==> src/rtl/arm_ctrl_pkg.sv <==
// Shared types and constants for the ARMv4 control unit: sequencer states,
// decode field encodings, ALU operation codes and control bus bit positions.
package arm_ctrl_pkg;

  localparam int CTRL_W  = 13;
  localparam int INSTR_W = 20;
  localparam int FLAG_W  = 4;

  // Sequencer states
  typedef enum logic [1:0] {
    FETCH = 2'd0,
    EXEC  = 2'd1,
    MEMRD = 2'd2
  } state_t;

  // Instruction class (op field)
  localparam logic [1:0] OP_DP  = 2'b00;
  localparam logic [1:0] OP_MEM = 2'b01;
  localparam logic [1:0] OP_B   = 2'b10;

  // Data-processing commands (funct[4:1])
  localparam logic [3:0] CMD_AND = 4'b0000;
  localparam logic [3:0] CMD_EOR = 4'b0001;
  localparam logic [3:0] CMD_SUB = 4'b0010;
  localparam logic [3:0] CMD_ADD = 4'b0100;
  localparam logic [3:0] CMD_CMP = 4'b1010;
  localparam logic [3:0] CMD_ORR = 4'b1100;
  localparam logic [3:0] CMD_MOV = 4'b1101;

  // ALUControl encodings
  localparam logic [3:0] ALU_ADD = 4'b0000;
  localparam logic [3:0] ALU_SUB = 4'b0001;
  localparam logic [3:0] ALU_AND = 4'b0010;
  localparam logic [3:0] ALU_ORR = 4'b0011;
  localparam logic [3:0] ALU_EOR = 4'b0100;
  localparam logic [3:0] ALU_MOV = 4'b0101;

  // ImmSrc encodings
  localparam logic [1:0] IMM_DP  = 2'b00;
  localparam logic [1:0] IMM_MEM = 2'b01;
  localparam logic [1:0] IMM_BR  = 2'b10;

  // Condition codes
  localparam logic [3:0] COND_EQ = 4'b0000;
  localparam logic [3:0] COND_NE = 4'b0001;
  localparam logic [3:0] COND_CS = 4'b0010;
  localparam logic [3:0] COND_CC = 4'b0011;
  localparam logic [3:0] COND_MI = 4'b0100;
  localparam logic [3:0] COND_PL = 4'b0101;
  localparam logic [3:0] COND_VS = 4'b0110;
  localparam logic [3:0] COND_VC = 4'b0111;
  localparam logic [3:0] COND_HI = 4'b1000;
  localparam logic [3:0] COND_LS = 4'b1001;
  localparam logic [3:0] COND_GE = 4'b1010;
  localparam logic [3:0] COND_LT = 4'b1011;
  localparam logic [3:0] COND_GT = 4'b1100;
  localparam logic [3:0] COND_LE = 4'b1101;
  localparam logic [3:0] COND_AL = 4'b1110;
  localparam logic [3:0] COND_NV = 4'b1111;

  // Register number of the program counter
  localparam logic [3:0] REG_PC = 4'b1111;

  // Control bus bit positions
  localparam int B_PCSRC     = 12;
  localparam int B_MEMTOREG  = 11;
  localparam int B_MEMWRITE  = 10;
  localparam int B_ALU_HI    = 9;
  localparam int B_ALU_LO    = 6;
  localparam int B_ALUSRC    = 5;
  localparam int B_IMM_HI    = 4;
  localparam int B_IMM_LO    = 3;
  localparam int B_REGWRITE  = 2;
  localparam int B_REGSRC_HI = 1;
  localparam int B_REGSRC_LO = 0;

  // Flag positions within NZCV
  localparam int F_N = 3;
  localparam int F_Z = 2;
  localparam int F_C = 1;
  localparam int F_V = 0;

  typedef struct packed {
    logic       valid;
    logic [3:0] alu;
  } dp_dec_t;

  // Map a data-processing command to its ALU operation; unsupported
  // commands come back invalid so the caller can turn them into a NOP.
  function automatic dp_dec_t dp_decode(input logic [3:0] cmd);
    dp_dec_t d;
    d.valid = 1'b1;
    d.alu   = ALU_ADD;
    case (cmd)
      CMD_ADD: d.alu = ALU_ADD;
      CMD_SUB: d.alu = ALU_SUB;
      CMD_AND: d.alu = ALU_AND;
      CMD_ORR: d.alu = ALU_ORR;
      CMD_EOR: d.alu = ALU_EOR;
      CMD_MOV: d.alu = ALU_MOV;
      CMD_CMP: d.alu = ALU_SUB;
      default: begin
        d.valid = 1'b0;
        d.alu   = ALU_ADD;
      end
    endcase
    return d;
  endfunction

endpackage

==> src/rtl/arm_cond_check.sv <==
// ARM condition-code evaluator: decides whether an instruction executes
// given its cond field and the registered NZCV flags.
module arm_cond_check
  import arm_ctrl_pkg::*;
(
  input  logic [3:0]        cond,
  input  logic [FLAG_W-1:0] flags,
  output logic              pass
);

  logic n_s, z_s, c_s, v_s;

  assign n_s = flags[F_N];
  assign z_s = flags[F_Z];
  assign c_s = flags[F_C];
  assign v_s = flags[F_V];

  // Evaluate the condition against NZCV; 1111 never executes
  always_comb begin
    pass = 1'b0;
    case (cond)
      COND_EQ: pass = z_s;
      COND_NE: pass = ~z_s;
      COND_CS: pass = c_s;
      COND_CC: pass = ~c_s;
      COND_MI: pass = n_s;
      COND_PL: pass = ~n_s;
      COND_VS: pass = v_s;
      COND_VC: pass = ~v_s;
      COND_HI: pass = c_s & ~z_s;
      COND_LS: pass = ~c_s | z_s;
      COND_GE: pass = (n_s == v_s);
      COND_LT: pass = (n_s != v_s);
      COND_GT: pass = ~z_s & (n_s == v_s);
      COND_LE: pass = z_s | (n_s != v_s);
      COND_AL: pass = 1'b1;
      COND_NV: pass = 1'b0;
      default: pass = 1'b0;
    endcase
  end

endmodule

==> src/rtl/arm_control_unit.sv <==
// ARMv4 control unit: instruction decode, conditional execution, NZCV flag
// register and a FETCH/EXEC/MEMRD sequencer that covers the one-cycle read
// latency of the instruction ROM and data RAM.
module arm_control_unit
  import arm_ctrl_pkg::*;
(
  input  logic                clk,
  input  logic                rst,
  input  logic [INSTR_W-1:0]  instr_ctrl,
  input  logic [FLAG_W-1:0]   alu_flags,
  output logic [CTRL_W-1:0]   control,
  output logic                pc_en,
  output logic [FLAG_W-1:0]   flags_q
);

  state_t              state_r;
  state_t              next_state_s;
  logic [3:0]          cond_s;
  logic [1:0]          op_s;
  logic [5:0]          funct_s;
  logic [3:0]          rd_s;
  logic [3:0]          unused_rn_s;
  logic                cond_pass_s;
  logic [CTRL_W-1:0]   dec_ctrl_s;
  logic                is_ldr_s;
  logic                flag_upd_s;
  logic                flag_we_s;
  dp_dec_t             dp_s;

  assign cond_s      = instr_ctrl[19:16];
  assign op_s        = instr_ctrl[15:14];
  assign funct_s     = instr_ctrl[13:8];
  assign unused_rn_s = instr_ctrl[7:4];
  assign rd_s        = instr_ctrl[3:0];

  arm_cond_check u_cond (
    .cond  (cond_s),
    .flags (flags_q),
    .pass  (cond_pass_s)
  );

  // Unconditional decode of the instruction class into a raw control word
  always_comb begin
    dec_ctrl_s = 13'd0;
    is_ldr_s   = 1'b0;
    flag_upd_s = 1'b0;
    dp_s       = dp_decode(funct_s[4:1]);
    case (op_s)
      OP_DP: begin
        if (dp_s.valid) begin
          dec_ctrl_s[B_ALU_HI:B_ALU_LO] = dp_s.alu;
          dec_ctrl_s[B_ALUSRC]          = funct_s[5];
          dec_ctrl_s[B_IMM_HI:B_IMM_LO] = IMM_DP;
          dec_ctrl_s[B_REGWRITE]        = (funct_s[4:1] != CMD_CMP);
          flag_upd_s                    = funct_s[0] | (funct_s[4:1] == CMD_CMP);
        end else begin
          dec_ctrl_s = 13'd0;
        end
      end
      OP_MEM: begin
        dec_ctrl_s[B_ALU_HI:B_ALU_LO] = funct_s[3] ? ALU_ADD : ALU_SUB;
        dec_ctrl_s[B_ALUSRC]          = 1'b1;
        dec_ctrl_s[B_IMM_HI:B_IMM_LO] = IMM_MEM;
        if (funct_s[0]) begin
          dec_ctrl_s[B_MEMTOREG] = 1'b1;
          is_ldr_s               = 1'b1;
        end else begin
          dec_ctrl_s[B_MEMWRITE]  = 1'b1;
          dec_ctrl_s[B_REGSRC_HI] = 1'b1;
        end
      end
      OP_B: begin
        dec_ctrl_s[B_ALU_HI:B_ALU_LO] = ALU_ADD;
        dec_ctrl_s[B_ALUSRC]          = 1'b1;
        dec_ctrl_s[B_IMM_HI:B_IMM_LO] = IMM_BR;
        dec_ctrl_s[B_REGSRC_LO]       = 1'b1;
        dec_ctrl_s[B_PCSRC]           = 1'b1;
      end
      default: begin
        dec_ctrl_s = 13'd0;
      end
    endcase
  end

  // Per-state control output, PC enable, next state and flag write enable
  always_comb begin
    control      = 13'd0;
    pc_en        = 1'b0;
    next_state_s = FETCH;
    flag_we_s    = 1'b0;
    case (state_r)
      FETCH: begin
        control      = 13'd0;
        pc_en        = 1'b0;
        next_state_s = EXEC;
      end
      EXEC: begin
        control = dec_ctrl_s;
        if (!cond_pass_s) begin
          control[B_REGWRITE] = 1'b0;
          control[B_MEMWRITE] = 1'b0;
          control[B_PCSRC]    = 1'b0;
        end else begin
          control[B_PCSRC] = dec_ctrl_s[B_PCSRC] |
                             (dec_ctrl_s[B_REGWRITE] & (rd_s == REG_PC));
        end
        flag_we_s = cond_pass_s & flag_upd_s;
        if (cond_pass_s && is_ldr_s) begin
          pc_en        = 1'b0;
          next_state_s = MEMRD;
        end else begin
          pc_en        = 1'b1;
          next_state_s = FETCH;
        end
      end
      MEMRD: begin
        // Load data is back from RAM: write it to Rd (branching if Rd is PC)
        control              = dec_ctrl_s;
        control[B_MEMTOREG]  = 1'b1;
        control[B_REGWRITE]  = 1'b1;
        control[B_MEMWRITE]  = 1'b0;
        control[B_PCSRC]     = (rd_s == REG_PC);
        pc_en                = 1'b1;
        next_state_s         = FETCH;
      end
      default: begin
        control      = 13'd0;
        pc_en        = 1'b0;
        next_state_s = FETCH;
      end
    endcase
  end

  // Sequencer state and NZCV register; reset abandons any instruction in flight
  always_ff @(posedge clk or negedge rst) begin
    if (!rst) begin
      state_r <= FETCH;
      flags_q <= 4'b0000;
    end else begin
      state_r <= next_state_s;
      if (flag_we_s) begin
        flags_q <= alu_flags;
      end else begin
        flags_q <= flags_q;
      end
    end
  end

endmodule
==> config.mk <==
export PLATFORM = sky130hd
export DESIGN_NAME = arm_control_unit
export DESIGN_NICKNAME = d
export VERILOG_FILES = /design/src/rtl/arm_ctrl_pkg.sv /design/src/rtl/arm_cond_check.sv /design/src/rtl/arm_control_unit.sv
export SDC_FILE = /design/constraint.sdc
export NUM_CORES = 1
export LEC_CHECK = 0
export CAP_MARGIN = 20
export CELL_PAD_IN_SITES_DETAIL_PLACEMENT = 1
export CELL_PAD_IN_SITES_GLOBAL_PLACEMENT = 1
export CORE_UTILIZATION = 40
export CTS_CLUSTER_DIAMETER = 30
export CTS_CLUSTER_SIZE = 20
export DETAILED_ROUTE_END_ITERATION = 10
export DONT_BUFFER_PORTS = 1
export GPL_ROUTABILITY_DRIVEN = 1
export GPL_TIMING_DRIVEN = 1
export PLACE_DENSITY_LB_ADDON = 0.1
export RECOVER_POWER = 50
export SYNTH_ARGS = -nofsm -noshare
export SYNTH_HDL_FRONTEND = slang
export SYNTH_SLANG_ARGS = --single-unit
==> constraint.sdc <==
create_clock -name clk -period 2.62 [get_ports clk]
set_clock_uncertainty 0.05 [all_clocks]
set_input_delay 0.131 -clock clk [delete_from_list [all_inputs] [get_ports clk]]
set_output_delay 0.131 -clock clk [all_outputs]
set_load 0.01 [all_outputs]
==> summary.txt <==
GRT
  – All-Layer GR Usage: 20.6%
  – Met2 usage: 38.1%
  – M3 GR Usage: 1.89%
  – First-pass GRT wire length: 3270 microns
  – M1 GR Usage: 23.7%
  – Largest net degree at the start of global routing: 13
  – Vias in the first global route: 799
  – Initial antenna violation count: 0
  – GRT overflow: 0
  – GRT Max-Usage Layer: met2

Synth
  – Synth area leader: dfrtp_1
  – Yosys top cell area share: 17.7%
  – Cells after Synth: 106
  – Syn_nets: 139
  – Syn Area/Cell: 8.01 sq um
  – Ys Warns: 0
  – Largest cells by area after synthesis: dfrtp_1 (18%), ha_1 (10%), mux2_4 (7.1%)
  – Yosys cell types: 44
  – Seq/Total Area, Yosys: 17.7%
  – Yosys reg bits: 6
  – Cell Area, Synth: 850 sq um

Worst setup path
  – Critical-path maximum fanout: 6
  – Crit path max-delay cell type: dfrtp_2
  – Reg2Reg Launch Point: flags_q[1]
  – Worst Path Required: 2440 ps
  – Critical Path Stages: 6
  – Max stage delay on crit path: 460 ps
  – R2R Path End: flags_q[3]
  – FF-to-FF path depth: 6
  – CP Class: flop to output port
  – Crit path max-delay family: compound AO/OA/AOI/OAI gates
  – FF-to-FF setup slack: 320 ps
  – CP arrival: 2340 ps
  – Critical Path Sink Type: output port
  – CP endpoint: control[12]
  – Worst Setup SP: flags_q[1]
  – Worst path bufs/invs: 0
  – Crit path launch type: flop
  – CP Cell Sequence: nor3b_2 > o31a_1 > a221o_1 > nor4_4 > o41ai_1 > a31o_1

Final layout
  – Commonest non-fill, non-tap cell in the layout: inv_1
  – Most frequent cells in the layout: inv_1 (11), nand2_1 (8), nor2_1 (8)
  – Number of diodes: 0
  – Layout cells sized above 1: 15.0%
  – Fillers: 244
  – Cell area after layout: 965 sq um
  – Final #Nets: 148
  – Area delta synth->final: 13.5%

STA
  – Tcrit/Tclk final: 96.2%
  – Final Hold Vio Count: 0
  – Max-slew violation count: 0
  – Final setup vio count: 0
  – RSZ-0062 raised after global routing: no
  – TNS Setup: 0 ps
  – Fmax: 0.397 GHz
  – Worst setup margin: 99.0 ps
  – Tmin final: 2520 ps

Hold path
  – Hold Path Class: primary input to async pin

CTS
  – H-tree levels: 1
  – Clk_lat worst skew: 260 ps
  – Sink Count: 6
  – Longest Clk Path Bufs: 2
  – TritonCTS clock tree: built
  – CTS buffer count: 3
  – Reg clk slew, reported paths: 50 ps
  – Setup Fix Bufs, Post-CTS: 0
  – Root buf cell: clkbuf_4

Status
  – Status: finished clean

Pwr
  – Internal: 0.361 mW
  – Sequential power share: 30.4%
  – Gate power share: 56.2%
  – VDD IR max: 507 uV
  – Switching pwr: 0.312 mW
  – P per Cell Area: 698 nW/um^2
  – Clock network fraction of design power: 13.4%
  – LEAKAGE: 0.408 nW
  – Switching share of power: 46.3%

Place
  – Routability Congestion: 0.629
  – Port Buffers: 0
  – Placed Area: 876 sq um
  – Post-DP HPWL: 1700 microns
  – Post-place setup slack: 276 ps

Drt
  – Final antenna-violating net count: 0
  – DR WL/cell: 16.7 microns
  – Final wirelength: 2330 microns
  – Routed vias/inst: 5.79
  – Via count: 811
  – # DRC: 0
  – DR iter-0 viols: 5
  – DR pass1 iterations: 2

Floorplan
  – IO Pins: 44
  – Initial core utilization: 42.9%
  – Num rows: 16
  – Die outline width: 48.1 microns
  – Total core area: 1980 sq um
  – Chip Height: 48.1 microns
  – Die footprint: 2310 sq um

Job
  – # Max-Cap Violations: 0
## how the worst min path moves through the flow
stage / startpoint / to / depth (start not counted)
floorplan: rst / flags_q[0] / 0
global placement: rst / flags_q[3] / 0
detailed placement: rst / flags_q[2] / 0
CTS: rst / flags_q[2] / 1
global route: rst / flags_q[2] / 1
finish: rst / flags_q[2] / 1
## sequential cells by signal, summed over array words and instances, names as in the netlist
name,count
state_r,2
flags_q,4
## routing by layer
| metal | wire length (microns) | up-vias |
|---|---|---|
| li1 | - | 389 |
| met2 | 1260 | 26 |
| met3 | 91 | 2 |
| met4 | 17 | 0 |
| met5 | 0 | - |
| met1 | 965 | 394 |
## metrics by stage
stage	power [mW]	utilization (%)	hold slack, ps	instances
final	0.673	48.7	140	140
after global routing	0.723	48.7	159	140
after CTS	0.662	48.4	138	140
after floorplan	0.488	-	-215	106
after detailed placement	0.563	44.2	-214	131
after global placement	0.553	44.2	-214	131
## cell usage after synthesis (all sizes together)
master,number
xor2,2
a2111oi,1
nor3,5
o21ai,4
or4,1
o32ai,1
mux2i,1
a31oi,1
nand2b,1
or2,2
a221o,1
a211oi,1
a32o,1
o2bb2ai,1
buf,5
o311ai,1
a31o,1
o22ai,1
ha,7
o2111ai,1
inv,11
nor3b,2
and2b,1
nand2,8
o21a,2
nor4bb,1
nor2,8
xnor2,1
mux2,4
nand3,4
dfrtp,6
a21oi,2
a22oi,1
and4,1
a21boi,1
conb,1
nor2b,6
and2,3
o41ai,1
nor4,2
o31a,1
## power groups by stage
stage          clock network, mW  registers (mW)  logic (mW)
2_1_floorplan                  0           0.180       0.308
3_3_place_gp                   0           0.201       0.352
3_5_place_dp                   0           0.203       0.360
4_1_cts                   0.0878           0.202       0.373
5_1_grt                   0.0969           0.210       0.416
6_report                  0.0904           0.204       0.378
## cell families after synthesis
group	count (synthesis)	share of synthesized area (%)
AO/OA/AOI/OAI	23	20.0
other	1	0.441
AND/OR/NAND/NOR	45	31.8
flip-flops	6	17.7
adder cells (fa/ha/maj)	7	10.3
XOR/XNOR	3	3.09
multiplexers	5	8.25
buffers and inverters	16	8.39
## layout make-up
type,instances,area (sq um),share of cell area (%)
multi-input cells,84,633,65.6
well taps,27,33.8,3.50
flip-flops and latches,6,151,15.7
inverters,11,41.3,4.28
repair buffers,9,82.6,8.56
clock buffers,3,22.5,2.33
## what timing repair did
action                     in CTS  in global routing
setup endpoints to repair       0                  3
hold endpoints to repair       11                  0
hold buffers                    6                  0
gates resized for setup         0                  2
Note: power is estimated with default switching activity, not from simulation.
